[config.mk]
export PLATFORM = sky130hd
export DESIGN_NAME = sccb_master_flat
export DESIGN_NICKNAME = d
export VERILOG_FILES = /design/src/rtl/sccb_master_if.sv /design/src/rtl/sccb_master.sv /design/src/flat_wrapper.sv
export SDC_FILE = /design/constraint.sdc
export NUM_CORES = 1
export LEC_CHECK = 0
export BUFFER_PORTS_ARGS = -buffer_cell sky130_fd_sc_hd__buf_2
export CAP_MARGIN = 20
export CORE_MARGIN = 5
export CORE_UTILIZATION = 51
export CTS_CLUSTER_SIZE = 40
export DETAILED_ROUTE_END_ITERATION = 8
export PLACE_DENSITY = 0.78
export REMOVE_ABC_BUFFERS = 1
export SLEW_MARGIN = 20
export SYNTH_ARGS = -nofsm -noshare
export SYNTH_HDL_FRONTEND = slang
export SYNTH_SLANG_ARGS = --single-unit
[constraint.sdc]
create_clock -name clk -period 2.6 [get_ports clk]
set_clock_uncertainty 0.2 [all_clocks]
set_input_delay 0 -clock clk [delete_from_list [all_inputs] [get_ports clk]]
set_output_delay 0 -clock clk [all_outputs]
set_load 0.01 [all_outputs]
[src/rtl/sccb_master_if.sv]
// Bundles the initializer request/response signals and the SCCB pin controls
// of one SCCB master. The master modport is the sccb_master view. The slave
// modport is the initializer/pin side.
//
// Handshake: the initializer holds ena high with addr/sub_addr/data_wr/rw
// stable. The master takes them on the first clk edge where it is idle and ena
// is 1. busy rises on that same edge and falls when the STOP completes. The
// request fields are ignored while busy is high. ack_err and data_rd stay valid
// from the fall of busy until the next accept.
interface sccb_master_if;
    logic       ena;
    logic [7:0] addr;
    logic [7:0] sub_addr;
    logic [7:0] data_wr;
    logic       rw;
    logic [7:0] data_rd;
    logic       busy;
    logic       ack_err;
    logic       scl_oe;
    logic       sda_oe;
    logic       sda_i;

    modport master (
        input  ena, addr, sub_addr, data_wr, rw, sda_i,
        output data_rd, busy, ack_err, scl_oe, sda_oe
    );

    modport slave (
        output ena, addr, sub_addr, data_wr, rw, sda_i,
        input  data_rd, busy, ack_err, scl_oe, sda_oe
    );
endinterface

[src/rtl/sccb_master.sv]
// SCCB/I2C register master. It runs one write, or one two-phase SCCB read, per
// request on the open-drain SCL/SDA pins. Each bus phase is four quarters of
// CLK_DIV clocks.
module sccb_master #(
    parameter int CLK_DIV = 125
) (
    input  logic                 clk,
    input  logic                 rst,
    sccb_master_if.master        bus,
    output logic [3:0]           dbg_state
);
    typedef enum logic [3:0] {
        IDLE, START, WBYTE, WACK, STOP, RSTART, RADDR, RACK, RBYTE, RNACK, DONE
    } state_e;

    typedef enum logic [1:0] {SEL_ADDR, SEL_SUB, SEL_DATA} sel_e;

    localparam logic [11:0] DIV_LAST = 12'(CLK_DIV - 1);

    state_e      state_q, state_d;
    sel_e        sel_q, sel_d;
    logic [11:0] cnt_q, cnt_d;
    logic [1:0]  qtr_q, qtr_d;
    logic [2:0]  bit_q, bit_d;
    logic        second_q, second_d;   // set once the read has entered its second phase
    logic [6:0]  dev_q, dev_d;
    logic [7:0]  sub_q, sub_d;
    logic [7:0]  wdat_q, wdat_d;
    logic [7:0]  rx_q, rx_d;
    logic [7:0]  data_rd_q, data_rd_d;
    logic        rw_q, rw_d;
    logic        busy_q, busy_d;
    logic        ack_err_q, ack_err_d;

    logic        tick, sample, phase_end;
    logic [7:0]  tx_byte;
    logic        scl_oe, sda_oe;

    assign tick      = (state_q != IDLE) && (state_q != DONE) && (cnt_q == DIV_LAST);
    assign sample    = tick && (qtr_q == 2'd1);
    assign phase_end = tick && (qtr_q == 2'd3);

    // Byte currently being shifted out: RADDR carries the read address, WBYTE uses the selector
    always_comb begin
        tx_byte = {dev_q, 1'b0};
        if (state_q == RADDR) begin
            tx_byte = {dev_q, 1'b1};
        end else begin
            case (sel_q)
                SEL_SUB:  tx_byte = sub_q;
                SEL_DATA: tx_byte = wdat_q;
                default:  tx_byte = {dev_q, 1'b0};
            endcase
        end
    end

    // Pin drive pattern for the current phase and quarter (1 = pull low)
    always_comb begin
        scl_oe = 1'b0;
        sda_oe = 1'b0;
        case (state_q)
            START, RSTART: begin
                sda_oe = (qtr_q != 2'd0);
                scl_oe = (qtr_q == 2'd3);
            end
            WBYTE, RADDR: begin
                scl_oe = (qtr_q == 2'd0) || (qtr_q == 2'd3);
                sda_oe = ~tx_byte[bit_q];
            end
            WACK, RACK, RBYTE, RNACK: begin
                scl_oe = (qtr_q == 2'd0) || (qtr_q == 2'd3);
            end
            STOP: begin
                scl_oe = (qtr_q == 2'd0);
                sda_oe = (qtr_q <= 2'd1);
            end
            default: ;
        endcase
    end

    // Next-state, quarter timing and transaction bookkeeping
    always_comb begin
        state_d   = state_q;
        sel_d     = sel_q;
        cnt_d     = tick ? 12'd0 : cnt_q + 12'd1;
        qtr_d     = tick ? qtr_q + 2'd1 : qtr_q;
        bit_d     = bit_q;
        second_d  = second_q;
        dev_d     = dev_q;
        sub_d     = sub_q;
        wdat_d    = wdat_q;
        rx_d      = rx_q;
        data_rd_d = data_rd_q;
        rw_d      = rw_q;
        busy_d    = busy_q;
        ack_err_d = ack_err_q;

        case (state_q)
            IDLE: begin
                cnt_d = 12'd0;
                qtr_d = 2'd0;
                if (bus.ena) begin
                    dev_d     = bus.addr[7:1];
                    sub_d     = bus.sub_addr;
                    wdat_d    = bus.data_wr;
                    rw_d      = bus.rw;
                    ack_err_d = 1'b0;
                    busy_d    = 1'b1;
                    second_d  = 1'b0;
                    sel_d     = SEL_ADDR;
                    bit_d     = 3'd7;
                    state_d   = START;
                end
            end
            START: begin
                if (phase_end) begin
                    sel_d   = SEL_ADDR;
                    bit_d   = 3'd7;
                    state_d = WBYTE;
                end
            end
            WBYTE: begin
                if (phase_end) begin
                    if (bit_q == 3'd0) state_d = WACK;
                    else               bit_d   = bit_q - 3'd1;
                end
            end
            WACK: begin
                if (sample && bus.sda_i) ack_err_d = 1'b1;
                if (phase_end) begin
                    bit_d = 3'd7;
                    if (ack_err_q) begin
                        state_d = STOP;
                    end else begin
                        case (sel_q)
                            SEL_ADDR: begin
                                sel_d   = SEL_SUB;
                                state_d = WBYTE;
                            end
                            SEL_SUB: begin
                                if (rw_q) begin
                                    state_d = STOP;
                                end else begin
                                    sel_d   = SEL_DATA;
                                    state_d = WBYTE;
                                end
                            end
                            default: state_d = STOP;
                        endcase
                    end
                end
            end
            STOP: begin
                if (phase_end) begin
                    if (rw_q && !second_q && !ack_err_q) begin
                        second_d = 1'b1;
                        state_d  = RSTART;
                    end else begin
                        busy_d  = 1'b0;
                        state_d = DONE;
                    end
                end
            end
            RSTART: begin
                if (phase_end) begin
                    bit_d   = 3'd7;
                    state_d = RADDR;
                end
            end
            RADDR: begin
                if (phase_end) begin
                    if (bit_q == 3'd0) state_d = RACK;
                    else               bit_d   = bit_q - 3'd1;
                end
            end
            RACK: begin
                if (sample && bus.sda_i) ack_err_d = 1'b1;
                if (phase_end) begin
                    bit_d   = 3'd7;
                    state_d = ack_err_q ? STOP : RBYTE;
                end
            end
            RBYTE: begin
                if (sample) rx_d = {rx_q[6:0], bus.sda_i};
                if (phase_end) begin
                    if (bit_q == 3'd0) begin
                        if (!ack_err_q) data_rd_d = rx_q;
                        state_d = RNACK;
                    end else begin
                        bit_d = bit_q - 3'd1;
                    end
                end
            end
            RNACK: begin
                if (phase_end) state_d = STOP;
            end
            DONE: begin
                cnt_d   = 12'd0;
                qtr_d   = 2'd0;
                state_d = IDLE;
            end
            default: state_d = IDLE;
        endcase
    end

    // State register; reset releases both lines immediately without a STOP
    always_ff @(posedge clk) begin
        if (rst) begin
            state_q   <= IDLE;
            sel_q     <= SEL_ADDR;
            cnt_q     <= 12'd0;
            qtr_q     <= 2'd0;
            bit_q     <= 3'd7;
            second_q  <= 1'b0;
            dev_q     <= 7'd0;
            sub_q     <= 8'h00;
            wdat_q    <= 8'h00;
            rx_q      <= 8'h00;
            data_rd_q <= 8'h00;
            rw_q      <= 1'b0;
            busy_q    <= 1'b0;
            ack_err_q <= 1'b0;
        end else begin
            state_q   <= state_d;
            sel_q     <= sel_d;
            cnt_q     <= cnt_d;
            qtr_q     <= qtr_d;
            bit_q     <= bit_d;
            second_q  <= second_d;
            dev_q     <= dev_d;
            sub_q     <= sub_d;
            wdat_q    <= wdat_d;
            rx_q      <= rx_d;
            data_rd_q <= data_rd_d;
            rw_q      <= rw_d;
            busy_q    <= busy_d;
            ack_err_q <= ack_err_d;
        end
    end

    assign bus.scl_oe  = scl_oe;
    assign bus.sda_oe  = sda_oe;
    assign bus.busy    = busy_q;
    assign bus.ack_err = ack_err_q;
    assign bus.data_rd = data_rd_q;
    assign dbg_state   = state_q;
endmodule

[src/flat_wrapper.sv]
// flat-port wrapper written by rule: the top's interface ports become plain ports
module sccb_master_flat 
#(
    parameter int CLK_DIV = 125
)
  (clk, rst, dbg_state, bus_ena, bus_addr, bus_sub_addr, bus_data_wr, bus_rw, bus_sda_i, bus_data_rd, bus_busy, bus_ack_err, bus_scl_oe, bus_sda_oe);
  sccb_master_if bus_i ();
  input  logic clk;
  input  logic rst;
  output logic [3:0] dbg_state;
  input wire logic [$bits(bus_i.ena)-1:0] bus_ena;
  input wire logic [$bits(bus_i.addr)-1:0] bus_addr;
  input wire logic [$bits(bus_i.sub_addr)-1:0] bus_sub_addr;
  input wire logic [$bits(bus_i.data_wr)-1:0] bus_data_wr;
  input wire logic [$bits(bus_i.rw)-1:0] bus_rw;
  input wire logic [$bits(bus_i.sda_i)-1:0] bus_sda_i;
  output wire logic [$bits(bus_i.data_rd)-1:0] bus_data_rd;
  output wire logic [$bits(bus_i.busy)-1:0] bus_busy;
  output wire logic [$bits(bus_i.ack_err)-1:0] bus_ack_err;
  output wire logic [$bits(bus_i.scl_oe)-1:0] bus_scl_oe;
  output wire logic [$bits(bus_i.sda_oe)-1:0] bus_sda_oe;
  assign bus_i.ena = bus_ena;
  assign bus_i.addr = bus_addr;
  assign bus_i.sub_addr = bus_sub_addr;
  assign bus_i.data_wr = bus_data_wr;
  assign bus_i.rw = bus_rw;
  assign bus_i.sda_i = bus_sda_i;
  assign bus_data_rd = bus_i.data_rd;
  assign bus_busy = bus_i.busy;
  assign bus_ack_err = bus_i.ack_err;
  assign bus_scl_oe = bus_i.scl_oe;
  assign bus_sda_oe = bus_i.sda_oe;
  sccb_master #(.CLK_DIV(CLK_DIV)) u_core (.clk(clk), .rst(rst), .bus(bus_i), .dbg_state(dbg_state));
endmodule
# Yosys cells after proc, flatten, opt, wreduce, memory -nomap -nowiden
# Index checks and enable logic that the tools add are counted.
# W data, S select, Z words.
# op_classes
n_reduce_logical	37
n_addsub	3
muxes	47
order_cmp	2
n_eq_ne	38
bitwise_logic	2
# op_table
cell	n
$mux W4	16
$pmux W4 S10	1
$ne A2 B1 Y1 const B	15
$eq A4 B3 Y1 const B	4
$pmux W8 S2	1
$mux W3	5
$reduce_and A13 Y1	1
$add A12 B1 Y12 const B	1
$eq A12 B7 Y1 const B	1
$eq A4 B4 Y1 const B	3
$reduce_and A4 Y1	3
$mux W2	5
$ne A2 B2 Y1 const B	5
$pmux W3 S3	1
$eq A4 B2 Y1 const B	2
$mux W1	8
$mux W8	1
$pmux W4 S2	1
$reduce_or A4 Y1	2
$logic_and A1 B1 Y1	7
$reduce_and A7 Y1	1
$pmux W1 S2	3
$pmux W1 S3	2
$pmux W2 S3	1
other kinds (27)	39
# totals
output_inout_bits	16
inputBits	29
word_cells	143
reg_bits	66

# Logic depth before layout (Yosys ltp)
# Gate-level depths: netlist of run 1.
# depth
word_depth	7
depth_mapped	9
mapped_depth_nobuf	7

# Worst setup path after synthesis of run 1
# Ideal clock, no wire load.
# synth_timing
kind	flip-flop to flip-flop
from	register u_core.state_q[3] (netlist: u_core.dbg_state[3])
to	register u_core.data_rd_q[2] (netlist: u_core.bus.data_rd[2])
t_required_ns	2.272
path_slack_ns	0.350
path_buffers	2
setup_ns	0.128
t_arrival_ns	1.923
stages_incl_launch_ff	8
period_less_slack_ns	2.250
cell_sequence	dfxtp_1 -> buf_2 -> or4b_2 -> nor3_1 -> and4_1 -> buf_4 -> mux2i_1 -> nor2_1
# synth_via
elab_chain_cells	5
elab_cells_between_ends	7
classes_between	2 x eq/ne; 5 x reduce/logical
# synth_lines
element	line_no	text
start: declaration	sccb_master.sv:20	state_e state_q, state_d;
start signal: assignment	sccb_master.sv:224	state_q <= state_d;
$ne A4 B4 Y1 or $reduce_bool A4 Y1 (tied branches)	sccb_master.sv:39	assign tick = (state_q != IDLE) && (state_q != DONE) && (cnt_q == DIV_LAST);
$logic_and A1 B1 Y1 (2 in a row)	sccb_master.sv:39	
$logic_and A1 B1 Y1	sccb_master.sv:41	assign phase_end = tick && (qtr_q == 2'd3);
$reduce_and A4 Y1 (no line) (*)	-	
end signal: assignment	sccb_master.sv:234	data_rd_q <= data_rd_d;
end: declaration	sccb_master.sv:30	logic [7:0] data_rd_q, data_rd_d;
# Every way passes the cells marked *; elsewhere a longest branch is shown, timed or not.
# A chain may end at the register's enable or synchronous reset.

# Worst setup path in the final report of run 1
# layout_timing
from	register u_core.sel_q[0]
to	output bus_sda_oe
# layout_via
elab_chain_cells	7
elab_cells_between_ends	8
classes_between	2 x eq/ne; 5 x mux; 1 x bitwise
# layout_lines
element	line_no	text
start: declaration	sccb_master.sv:21	sel_e sel_q, sel_d;
start signal: assignment	sccb_master.sv:225	sel_q <= sel_d;
$eq A2 B2 Y1 or $eq A2 B1 Y1 (tied branches)	sccb_master.sv:49	case (sel_q)
$pmux W8 S2 (*)	sccb_master.sv:49	
$mux W8 (*)	sccb_master.sv:46	if (state_q == RADDR) begin
$bmux W1 S3 (*)	sccb_master.sv:68	sda_oe = ~tx_byte[bit_q];
$mux W1 (not written as such) (*)	sccb_master.sv:68	
$not A1 Y1 (*)	sccb_master.sv:68	
$pmux W1 S3 (*)	sccb_master.sv:61	case (state_q)
end: declaration	flat_wrapper.sv:21	output wire logic [$bits(bus_i.sda_oe)-1:0] bus_sda_oe;
# Every way passes the cells marked *; elsewhere a longest branch is shown, timed or not. The select of a mux whose other input is x is not followed.

==> reports/summary.txt, run 1 <==
Fmax = 393.8 MHz
Fin crit share = 97.66%
R2R Setup Slk = 0.15 ns
DIE HEIGHT = 90.65 um
Clock Latency Late Sink = 0.35 ns
Core area = 0.006350 mm2
Synth Register Bits = 66
Main flop type after synthesis = dfxtp_1
Register area share after synthesis = 39.83%
Root Driver = clkbuf_8
Unrepaired setup endpoints after global routing = yes
Placed cells = 513
Endpoint, Worst Hold = u_core.wdat_q[6]
Fraction of the mapped netlist area in adder cells = 3.772%
Die X = 90.65 um
VDD IR max = 619.3 uV
Slew of the pin with the lowest slew margin = 0.6279 ns
Final Hold Vio Count = 0
Largest cells by area after synthesis = dfxtp_1 (40%), nand2_1 (7.7%), mux2i_1 (6.9%)
Syn Area/Cell = 8.272 um2
Syn Inst Count = 401
Mux contribution to synthesized area = 7.620%
CTS tree = yes
Max cap viols = 0
Post-synth EDFFs = 0
Util after Layout = 66.54%
Pwr Density = 800.2 mW/mm2
Clock Sinks = 66
Vias = 3167
Compound-Gate Fraction of Synth Area = 17.54%
Simple-gate area share of the yosys netlist = 23.50%
Post-CTS Setup Inserts = 0
Die footprint = 0.008217 mm2
Number of buffers created by CTS = 9
Ys async rst share = 0%
Tmin final = 2.539 ns
Initial antenna violation count = 0
Reg clk slew, reported paths = 0.08 ns
Port-buffer cells = 43
Max H-tree Level = 3
Share of the synthesized area in the top cell type = 39.83%
Main combinational cell family by area after synthesis = simple AND/OR/NAND/NOR gates
WL per Instance = 14.38 um
Initial DRC Count = 215
Crit path kind = flop to primary output
Pins Over Slew Limit = 0
N_diodes = 0
DRT Pass-1 Iters = 5
Vias per cell = 5.645
Synth Warn # = 0
Critical Path, Cell by Cell = inv_1, ha_1, and2_2, mux4_2, a221oi_2, o221ai_2, buf_2
Clock buffer depth = 2
Vias in the first global route = 2997
Crit path max-delay cell type = dfxtp_1
Num ports = 45
Gp weighted congestion = 0.8773
Synth area leader = dfxtp_1
Global Route Usage Sum = 19.77%
Slowest stage delay, CP = 0.37 ns
Routed WL = 8069 um
Worst Hold Path Cells = 4
Distinct cells, synth = 58
Hold_ws = 0.2360 ns
Row count = 29
Synth Area in XOR/XNOR = 3.169%
First-pass GRT wire length = 13520 um
Fin nets = 518
Layout cells sized above 1 = 19.63%
Worst hold start = bus_data_wr[6]
R2r worst-path depth = 6
GRT overflow = 0
Status = complete, no violations
Worst setup SP type = flop
Largest net degree at the start of global routing = 35
HP Class = input port to flop
Worst r2r src = u_core.cnt_q[7]
Initial Util = 52.24%
Worst setup EP type = primary output
Final ANT Viol Nets = 0
Area delta synth->final = 27.39%
FF-to-FF End = u_core.bus.ack_err
Worst endpoint data arrival time = 2.34 ns
Post-DP HPWL = 5340 um
Post-route DRC = 0
Syn Std Cell Area = 0.003317 mm2
Setup violations, final = 0
Static Leakage = 0.001797 uW
Critical Path RT = 2.40 ns
Slew HR = 58.14%
Final Non-Filler Cells = 561
Worst-path fanout max = 5
## final cells by class
cell class | count | area (um2)
clock buffers | 11 | 151.4
clock inverters | 5 | 85.08
fillers | 478 | 2125
inverters | 15 | 56.30
multi-input cells | 297 | 1866
flip-flops and latches | 66 | 1323
well taps | 77 | 96.34
repair buffers | 90 | 648.1
## critical path: cells and delay by family (launching register included)
kind                     cells  cell delay (ns)
flip-flops                   1             0.37
adder cells (fa/ha/maj)      1             0.35
AO/OA/AOI/OAI                2             0.50
multiplexers                 1             0.30
AND/OR/NAND/NOR              1             0.23
buffers and inverters        2             0.24
## state kept, by name (all words and copies together) (netlist names)
name,count
u_core.bit_q,3
u_core.bus.ack_err,1
u_core.bus.busy,1
u_core.bus.data_rd,8
u_core.cnt_q,12
u_core.dbg_state,4
u_core.dev_q,7
u_core.qtr_q,2
u_core.rw_q,1
u_core.rx_q,8
u_core.second_q,1
u_core.sel_q,2
u_core.sub_q,8
u_core.wdat_q,8
## worst max path at each step
stage	startpoint	endpoint	slack (ns)	cells past startpoint
finish	u_core.sel_q[0]	bus_sda_oe	0.06	7
global route	u_core.sel_q[0]	bus_sda_oe	-0.04	7
CTS	u_core.sel_q[1]	bus_sda_oe	0.01	9
detailed placement	u_core.sel_q[1]	bus_sda_oe	0.29	9
global placement	u_core.sel_q[1]	bus_sda_oe	0.34	9
floorplan	u_core.dbg_state[3]	u_core.bus.data_rd[0]	0.10	5
## report_power, final
group	leakage, uW	switching, uW	internal, uW
Clock	0.000116	418	597
Sequential	0.000536	81.3	1130
Combinational	0.00114	694	462
Total	0.00180	1190	2190
## logic make-up (layout without fill, tap and decap cells)
family                   count (synthesis)  count (layout)
AO/OA/AOI/OAI                           86              86
XOR/XNOR                                12              12
adder cells (fa/ha/maj)                 10              10
buffers and inverters                   38             121
flip-flops                              66              66
multiplexers                            24              24
AND/OR/NAND/NOR                        165             165
## through the flow
| step | worst slack [ns] | instance area [um2] | setup TNS [ns] | total power (uW) |
|---|---|---|---|---|
| 2_1_floorplan | 0.1044 | 3222 | 0 | 1949 |
| 3_3_place_gp | 0.3411 | 3646 | 0 | 2273 |
| 3_5_place_dp | 0.2921 | 3646 | 0 | 2302 |
| 4_1_cts | 0.01160 | 4214 | 0 | 3356 |
| 5_1_grt | -0.03680 | 4225 | -0.03680 | 3562 |
| 6_report | 0.06089 | 4225 | 0 | 3381 |
## synth_stat cells (2+ instances only)
cell type and instances:
xor2_1 6, dfxtp_1 66, o211a_1 2, ha_1 10, nand2b_1 10, xnor2_1 6
a22oi_1 6, buf_2 4, a21oi_1 36, mux2i_1 23, o21ai_0 9, or2_2 2
o21bai_1 2, a21o_1 2, nand4_1 5, and3_1 6, a221oi_1 5, a31oi_1 4
o31ai_1 2, clkbuf_1 18, nand2_1 68, nor3_1 6, nand3_1 9, a31o_2 2
inv_1 15, nor2_1 44, o21a_1 2
## routing by layer
metal  GRT usage, %  share of wire [%]  wire (um)  vias up
li1               -                  -          -     1552
met1          24.87                 44       3536     1485
met2          31.42                 48       3896      112
met3          4.333                6.0        482       18
met4          10.42                1.9        153        0
met5              0                  0          0        -
## cell usage in the layout, fill, tap and decap left out, types with 4 or more instances in the layout
cell            n
nand4_1         5
dlygate4sd3_1  32
and3_1          6
a221oi_1        4
buf_2          43
inv_1          15
a21oi_1        36
a31oi_1         4
buf_4          15
a22oi_1         6
dfxtp_1        65
ha_1            8
nor2_1         43
nand2b_1       10
nor3_1          6
mux2i_1        23
xor2_1          6
clkbuf_8       11
xnor2_1         6
o21ai_0         9
nand2_1        68
nand3_1         9
## timing repair
action                                  CTS  global route
cloned                                    0             0
hold buffers                             32             0
hold endpoints to repair                 47             0
resized for setup                         4             4
pin swaps                                 1             2
endpoints found under the setup margin    1             5
No activity file was read; power rests on OpenSTA's default activity.
==> inputs of run 2 (changes only) <==
SETUP_SLACK_MARGIN = 0.5   (was default)
==> reports/summary.txt, run 2 (synthesis results as in run 1) <==
Slew HR = 56.82% (was 58.14%)
Routed met2 length = 4465 um (was 3896 um)
Clock Latency Late Sink = 0.35 ns (about the same)
Slew of the pin with the lowest slew margin = 0.6477 ns (was 0.6279 ns)
Unrepaired setup endpoints after global routing = yes (unchanged)
Row count = 29 (unchanged)
Max H-tree Level = 3 (unchanged)
DRT Pass-1 Iters = 6 (was 5)
Pwr Density = 793.6 mW/mm2 (was 800.2 mW/mm2)
Die X = 90.65 um (unchanged)
Setup violations, final = 0 (unchanged)
Final Hold Vio Count = 0 (unchanged)
Multi-input gate area = 0.002064 mm2 (was 0.001866 mm2)
Die footprint = 0.008217 mm2 (unchanged)
Vias = 3361 (was 3167)
Worst path top cell family by delay = compound AO/OA/AOI/OAI gates (unchanged)
Fin crit share = 93.11% (was 97.66%)
Vias per cell = 5.917 (was 5.645)
Fmax = 413.1 MHz (was 393.8 MHz)
Critical Path, Cell by Cell = inv_4, ha_4, a22oi_2, mux4_2, a221oi_4, o221ai_2, buf_2 (was inv_1, ha_1, and2_2, mux4_2, a221oi_2, o221ai_2, buf_2)
Worst endpoint data arrival time = 2.22 ns (was 2.34 ns)
M1 WL = 3761 um (was 3536 um)
Area delta synth->final = 35.91% (was 27.39%)
N_diodes = 0 (unchanged)
Layout cells sized above 1 = 29.74% (was 19.63%)
Gp weighted congestion = 0.8773 (unchanged)
Top reg by flops = u_core.cnt_q (unchanged)
Number of fill cells = 423 (was 478)
Pins Over Slew Limit = 0 (unchanged)
Leading cell type in the layout, fill and taps excluded = nand2_1 (unchanged)
Reg clk slew, reported paths = 0.08 ns (about the same)
First-pass GRT wire length = 14680 um (was 13520 um)
Status = complete, no violations (unchanged)
Root Driver = clkbuf_8 (unchanged)
WL met3 = 680 um (was 482 um)
Critical Path RT = 2.40 ns (about the same)
Tmin final = 2.421 ns (was 2.539 ns)
Clock buffer depth = 2 (unchanged)
Most frequent cells in the layout = nand2_1 (67), dfxtp_1 (54), nor2_1 (43), buf_2 (43), a21oi_1 (34) (was nand2_1 (68), dfxtp_1 (65), nor2_1 (43), buf_2 (43), a21oi_1 (36))
Number of buffers created by CTS = 9 (unchanged)
Highest routed layer = met4 (unchanged)
Crit path kind = flop to primary output (unchanged)
Static Leakage = 0.001881 uW (was 0.001797 uW)
Vias in the first global route = 3190 (was 2997)
Design Area, Final = 0.004508 mm2 (was 0.004225 mm2)
Max cap viols = 0 (unchanged)
Slowest stage delay, CP = 0.51 ns (was 0.37 ns)
Dpl cell area = 0.003646 mm2 (unchanged)
Num ports = 45 (unchanged)
Total Power = 3578 uW (was 3381 uW)
Post-route DRC = 0 (unchanged)
Max FFs per register = 12 (unchanged)
Port-buffer cells = 43 (unchanged)
Final ANT Viol Nets = 0 (unchanged)
Storage cell area = 0.001346 mm2 (was 0.001323 mm2)
Routed WL = 9296 um (was 8069 um)
HP Class = input port to flop (unchanged)
CTS tree = yes (unchanged)
GRT overflow = 0 (unchanged)
Core area = 0.006350 mm2 (unchanged)
Crit path max-delay cell type = mux4_2 (was dfxtp_1)
Clock Sinks = 66 (unchanged)
Fin nets = 525 (was 518)
Initial DRC Count = 337 (was 215)
Post-DP HPWL = 5340 um (unchanged)
VDD IR max = 619.2 uV (was 619.3 uV)
WL per Instance = 16.37 um (was 14.38 um)
Worst setup EP type = primary output (unchanged)
Buf+Inv Stages, Crit Path = 2 (unchanged)
Initial Util = 52.24% (unchanged)
TNS Setup = 0 ns (unchanged)
Worst setup SP type = flop (unchanged)
DIE HEIGHT = 90.65 um (unchanged)
Largest net degree at the start of global routing = 35 (unchanged)
Worst-path fanout max = 4 (was 5)
Initial antenna violation count = 0 (unchanged)
Global Route Usage Sum = 21.53% (was 19.77%)
run 2: layer usage:
layer  track usage (%)  vias up
met3             4.583       52
met5                 0        -
met4             11.79        0
met1             27.06     1551
met2             34.14      188
li1                  -     1570
run 2: what timing repair did:
action                                 4_1_cts  5_1_grt
hold buffers                                27        0
gates cloned                                 0        0
resized for setup                           44       25
setup endpoints to repair                   26       46
buffers inserted                            11        1
pin swaps                                   19       17
endpoints found under the hold margin       46        0
run 2: cell type report:
type,count,area share (%)
Timing Repair Buffer,97,15.60
Multi-Input combinational cell,297,45.80
Inverter,15,1.360
Clock inverter,5,1.887
Tap cell,77,2.137
Sequential cell,66,29.86
Clock buffer,11,3.358
run 2: metrics by stage:
step / utilization (%) / hold slack, ns / std cells / worst slack (ns)
finish: 71.00 / 0.2309 / 568 / 0.1793
global route: 71.00 / 0.2424 / 568 / 0.09997
CTS: 69.42 / 0.2263 / 567 / 0.2407
floorplan: - / -0.1309 / 378 / 0.1044
detailed placement: 57.42 / 0.04651 / 513 / 0.2921
global placement: 57.42 / 0.03891 / 513 / 0.3411
run 2: final timing paths:
path	startpoint	end	slack, ns	depth (start not counted)
worst min-delay path	bus_data_wr[6]	u_core.wdat_q[6]	0.23	4
worst max register to register	u_core.dbg_state[3]	u_core.sel_q[1]	0.34	6
worst max-delay path	u_core.sel_q[1]	bus_sda_oe	0.18	7
worst min register to register	u_core.wdat_q[7]	u_core.wdat_q[7]	0.26	2
run 2: power breakdown:
group | total (uW) | internal (uW) | switching, uW
combinational | 1340 | 525 | 819
clock | 1020 | 597 | 422
sequential | 1210 | 1130 | 86.0
total | 3580 | 2250 | 1330
run 2: tightest hold or removal path: stages:
cell	delay, ns
dlygate4sd3_1	0.52
buf_2	0.12
nand2_1	0.04
a21oi_1	0.05
==> inputs of run 3 (changes only) <==
ABC_AREA = 1   (was default)
==> reports/summary.txt, run 3 <==
Static Leakage = 0.001911 uW (was 0.001881 uW)
Routed WL = 8032 um (was 9296 um)
Vias = 3322 (was 3361)
Busiest layer in global routing = met2 (unchanged)
Layout cells sized above 1 = 22.30% (was 29.74%)
R2r worst-path depth = 8 (was 6)
Syn Std Cell Area = 0.003490 mm2 (was 0.003317 mm2)
Main flop type after synthesis = dfxtp_1 (unchanged)
Pins Over Slew Limit = 0 (unchanged)
Crit path kind = flop to primary output (unchanged)
Clock Sinks = 66 (unchanged)
Top reg by flops = u_core.cnt_q (unchanged)
Root Driver = clkbuf_8 (unchanged)
Commonest cells post-synth = nand2_1 (94), inv_1 (67), dfxtp_1 (66) (was nand2_1 (68), dfxtp_1 (66), nor2_1 (44))
Final ANT Viol Nets = 0 (unchanged)
Share of the synthesized area in the top cell type = 37.86% (was 39.83%)
Synth Warn # = 0 (unchanged)
Initial Util = 51.94% (was 52.24%)
Critical Path RT = 2.40 ns (about the same)
Worst hold start = bus_ena (was bus_data_wr[6])
N_diodes = 0 (unchanged)
Tmin final = 2.030 ns (was 2.421 ns)
Clock buffer depth = 2 (unchanged)
Area delta synth->final = 23.95% (was 35.91%)
WL per Instance = 12.45 um (was 16.37 um)
Register area share after synthesis = 37.86% (was 39.83%)
Synth Register Bits = 66 (unchanged)
DIE HEIGHT = 92.72 um (was 90.65 um)
Global Route Usage Sum = 19.78% (was 21.53%)
Grt met3 use = 5.849% (was 4.583%)
Pwr Density = 890.0 mW/mm2 (was 793.6 mW/mm2)
GRT overflow = 0 (unchanged)
Worst setup SP type = flop (unchanged)
CTS tree = yes (unchanged)
Vias per cell = 5.150 (was 5.917)
FF-to-FF End = u_core.rw_q (was u_core.sel_q[1])
Post-route DRC = 0 (unchanged)
Status = complete, no violations (unchanged)
Gp weighted congestion = 0.9025 (was 0.8773)
Largest net degree at the start of global routing = 41 (was 35)
Initial DRC Count = 170 (was 337)
Most frequent cells in the layout = nand2_1 (92), inv_1 (64), nor2_1 (60), dfxtp_1 (60), buf_2 (43) (was nand2_1 (67), dfxtp_1 (54), nor2_1 (43), buf_2 (43), a21oi_1 (34))
Row count = 30 (was 29)
Setup violations, final = 0 (unchanged)
Ys async rst share = 0% (unchanged)
Worst setup EP type = primary output (unchanged)
Synth area leader = dfxtp_1 (unchanged)
Clock Latency Late Sink = 0.34 ns (was 0.35 ns)
Fin crit share = 78.07% (was 93.11%)
Vias in the first global route = 3137 (was 3190)
Post-CTS Setup Inserts = 0 (was 11)
First-pass GRT wire length = 13760 um (was 14680 um)
HP Class = input port to flop (unchanged)
Multi-input gate area = 0.001877 mm2 (was 0.002064 mm2)
Slew HR = 61.29% (was 56.82%)
Endpoint, Worst Hold = u_core.wdat_q[7] (was u_core.wdat_q[6])
Fin nets = 599 (was 525)
Largest cells by area after synthesis = dfxtp_1 (38%), nand2_1 (10%), inv_1 (7.2%) (was dfxtp_1 (40%), nand2_1 (7.7%), mux2i_1 (6.9%))
Slew of the pin with the lowest slew margin = 0.5798 ns (was 0.6477 ns)
Worst r2r src = u_core.dbg_state[3] (unchanged)
Num ports = 45 (unchanged)
Max cap viols = 0 (unchanged)
Number of fill cells = 551 (was 423)
Syn Inst Count = 491 (was 401)
Unrepaired setup endpoints after global routing = yes (unchanged)
Dpl ws = 0.5415 ns (was 0.2921 ns)
Distinct cells, synth = 43 (was 58)
Fmax = 492.6 MHz (was 413.1 MHz)
Initial antenna violation count = 0 (unchanged)
Grt met1 use = 23.91% (was 27.06%)
Met2 Track Usage GR = 33.29% (was 34.14%)
Most numerous cell in the Yosys netlist = nand2_1 (unchanged)
Post-DP HPWL = 5433 um (was 5340 um)
Worst endpoint data arrival time = 1.83 ns (was 2.22 ns)
Max H-tree Level = 3 (unchanged)
Die X = 92.72 um (was 90.65 um)
Reg clk slew, reported paths = 0.07 ns (was 0.08 ns)
Port-buffer cells = 43 (unchanged)
Leading cell type in the layout, fill and taps excluded = nand2_1 (unchanged)
TNS Setup = 0 ns (unchanged)
Worst-path fanout max = 6 (was 4)
Post-synth EDFFs = 0 (unchanged)
Number of buffers created by CTS = 9 (unchanged)
Max FFs per register = 12 (unchanged)
Final Hold Vio Count = 0 (unchanged)
Syn Area/Cell = 7.107 um2 (was 8.272 um2)
Core area = 0.006719 mm2 (was 0.006350 mm2)
Storage cell area = 0.001334 mm2 (was 0.001346 mm2)
R2R Setup Slk = 0.65 ns (was 0.34 ns)
Final worst setup slack = 0.5701 ns (was 0.1793 ns)
Worst Hold Path Cells = 6 (was 4)
VDD IR max = 431.4 uV (was 619.2 uV)
DRT Pass-1 Iters = 5 (was 6)
Die footprint = 0.008597 mm2 (was 0.008217 mm2)
run 3: cell types whose count changed after synthesis, sizes merged, moves of 12 or more:
cell	delta
inv	+60
nand2	+33
o21ai	+33
nor2	+32
mux2i	-23
nand3	+15
clkbuf	-12
run 3: per-stage QoR:
| step | std cells | cell area, um2 | util (%) | hold WS [ns] | total power (uW) |
|---|---|---|---|---|---|
| floorplan | 477 | 3418 | - | -0.1309 | 2439 |
| global placement | 603 | 3756 | 55.90 | 0.02486 | 2756 |
| detailed placement | 603 | 3756 | 55.90 | 0.02423 | 2790 |
| CTS | 645 | 4254 | 63.31 | 0.07008 | 3744 |
| global route | 645 | 4325 | 64.38 | 0.08768 | 4151 |
| finish | 645 | 4325 | 64.38 | 0.08447 | 3850 |
run 3: where the power goes:
part	total (uW)	switching [uW]	internal, uW	leakage, uW
combinational	1630	1050	585	0.00127
sequential	1330	129	1200	0.000541
clock	885	392	494	0.0000986
run 3: worst max-delay path by stage:
stage / start / end / cells past startpoint
finish: u_core.sel_q[0] / bus_sda_oe / 12
global route: u_core.sel_q[1] / bus_sda_oe / 12
CTS: u_core.sel_q[1] / bus_sda_oe / 11
detailed placement: u_core.sel_q[1] / u_core.sel_q[0] / 11
global placement: u_core.sel_q[1] / u_core.sel_q[1] / 11
floorplan: u_core.dbg_state[3] / u_core.dev_q[1] / 8
run 3: kinds of logic (layout without fill, tap and decap cells):
group           after synthesis  after routing  synth area share [%]
compound gates              100            100                 16.64
fa+ha+maj                    10             10                 3.586
flops                        66             66                 37.86
buf+inv                      91            165                 10.43
simple gates                221            221                 30.73
xor+xnor                      3              3                0.7531
run 3: final cells by class:
| cell class | count | area share (%) |
|---|---|---|
| clock inverters | 4 | 1.157 |
| repair buffers | 72 | 11.51 |
| clock buffers | 12 | 3.587 |
| flip-flops and latches | 66 | 30.84 |
| inverters | 77 | 7.203 |
| well taps | 80 | 2.314 |
| multi-input cells | 334 | 43.39 |
run 3: worst max-delay path, stage by stage (launching register included):
cell     delay, ns
dfxtp_2       0.37
inv_2         0.07
ha_4          0.27
nand2_2       0.09
inv_4         0.09
nand2_1       0.06
nand3_1       0.08
nand3_1       0.08
nand2_1       0.07
nand2_1       0.05
nand3_1       0.06
nand2_1       0.07
buf_2         0.14
run 3: layer usage:
metal	wire length [um]	vias up
li1	-	1724
met1	3642	1500
met2	3850	86
met3	438	12
met4	100	0
met5	0	-
run 3: what timing repair did:
| action | 4_1_cts | 5_1_grt |
|---|---|---|
| hold endpoints to repair | 40 | 0 |
| gates resized for setup | 15 | 25 |
| hold buffers | 26 | 0 |
| gates cloned | 0 | 0 |
| setup endpoints to repair | 1 | 14 |
| pin swaps | 0 | 2 |
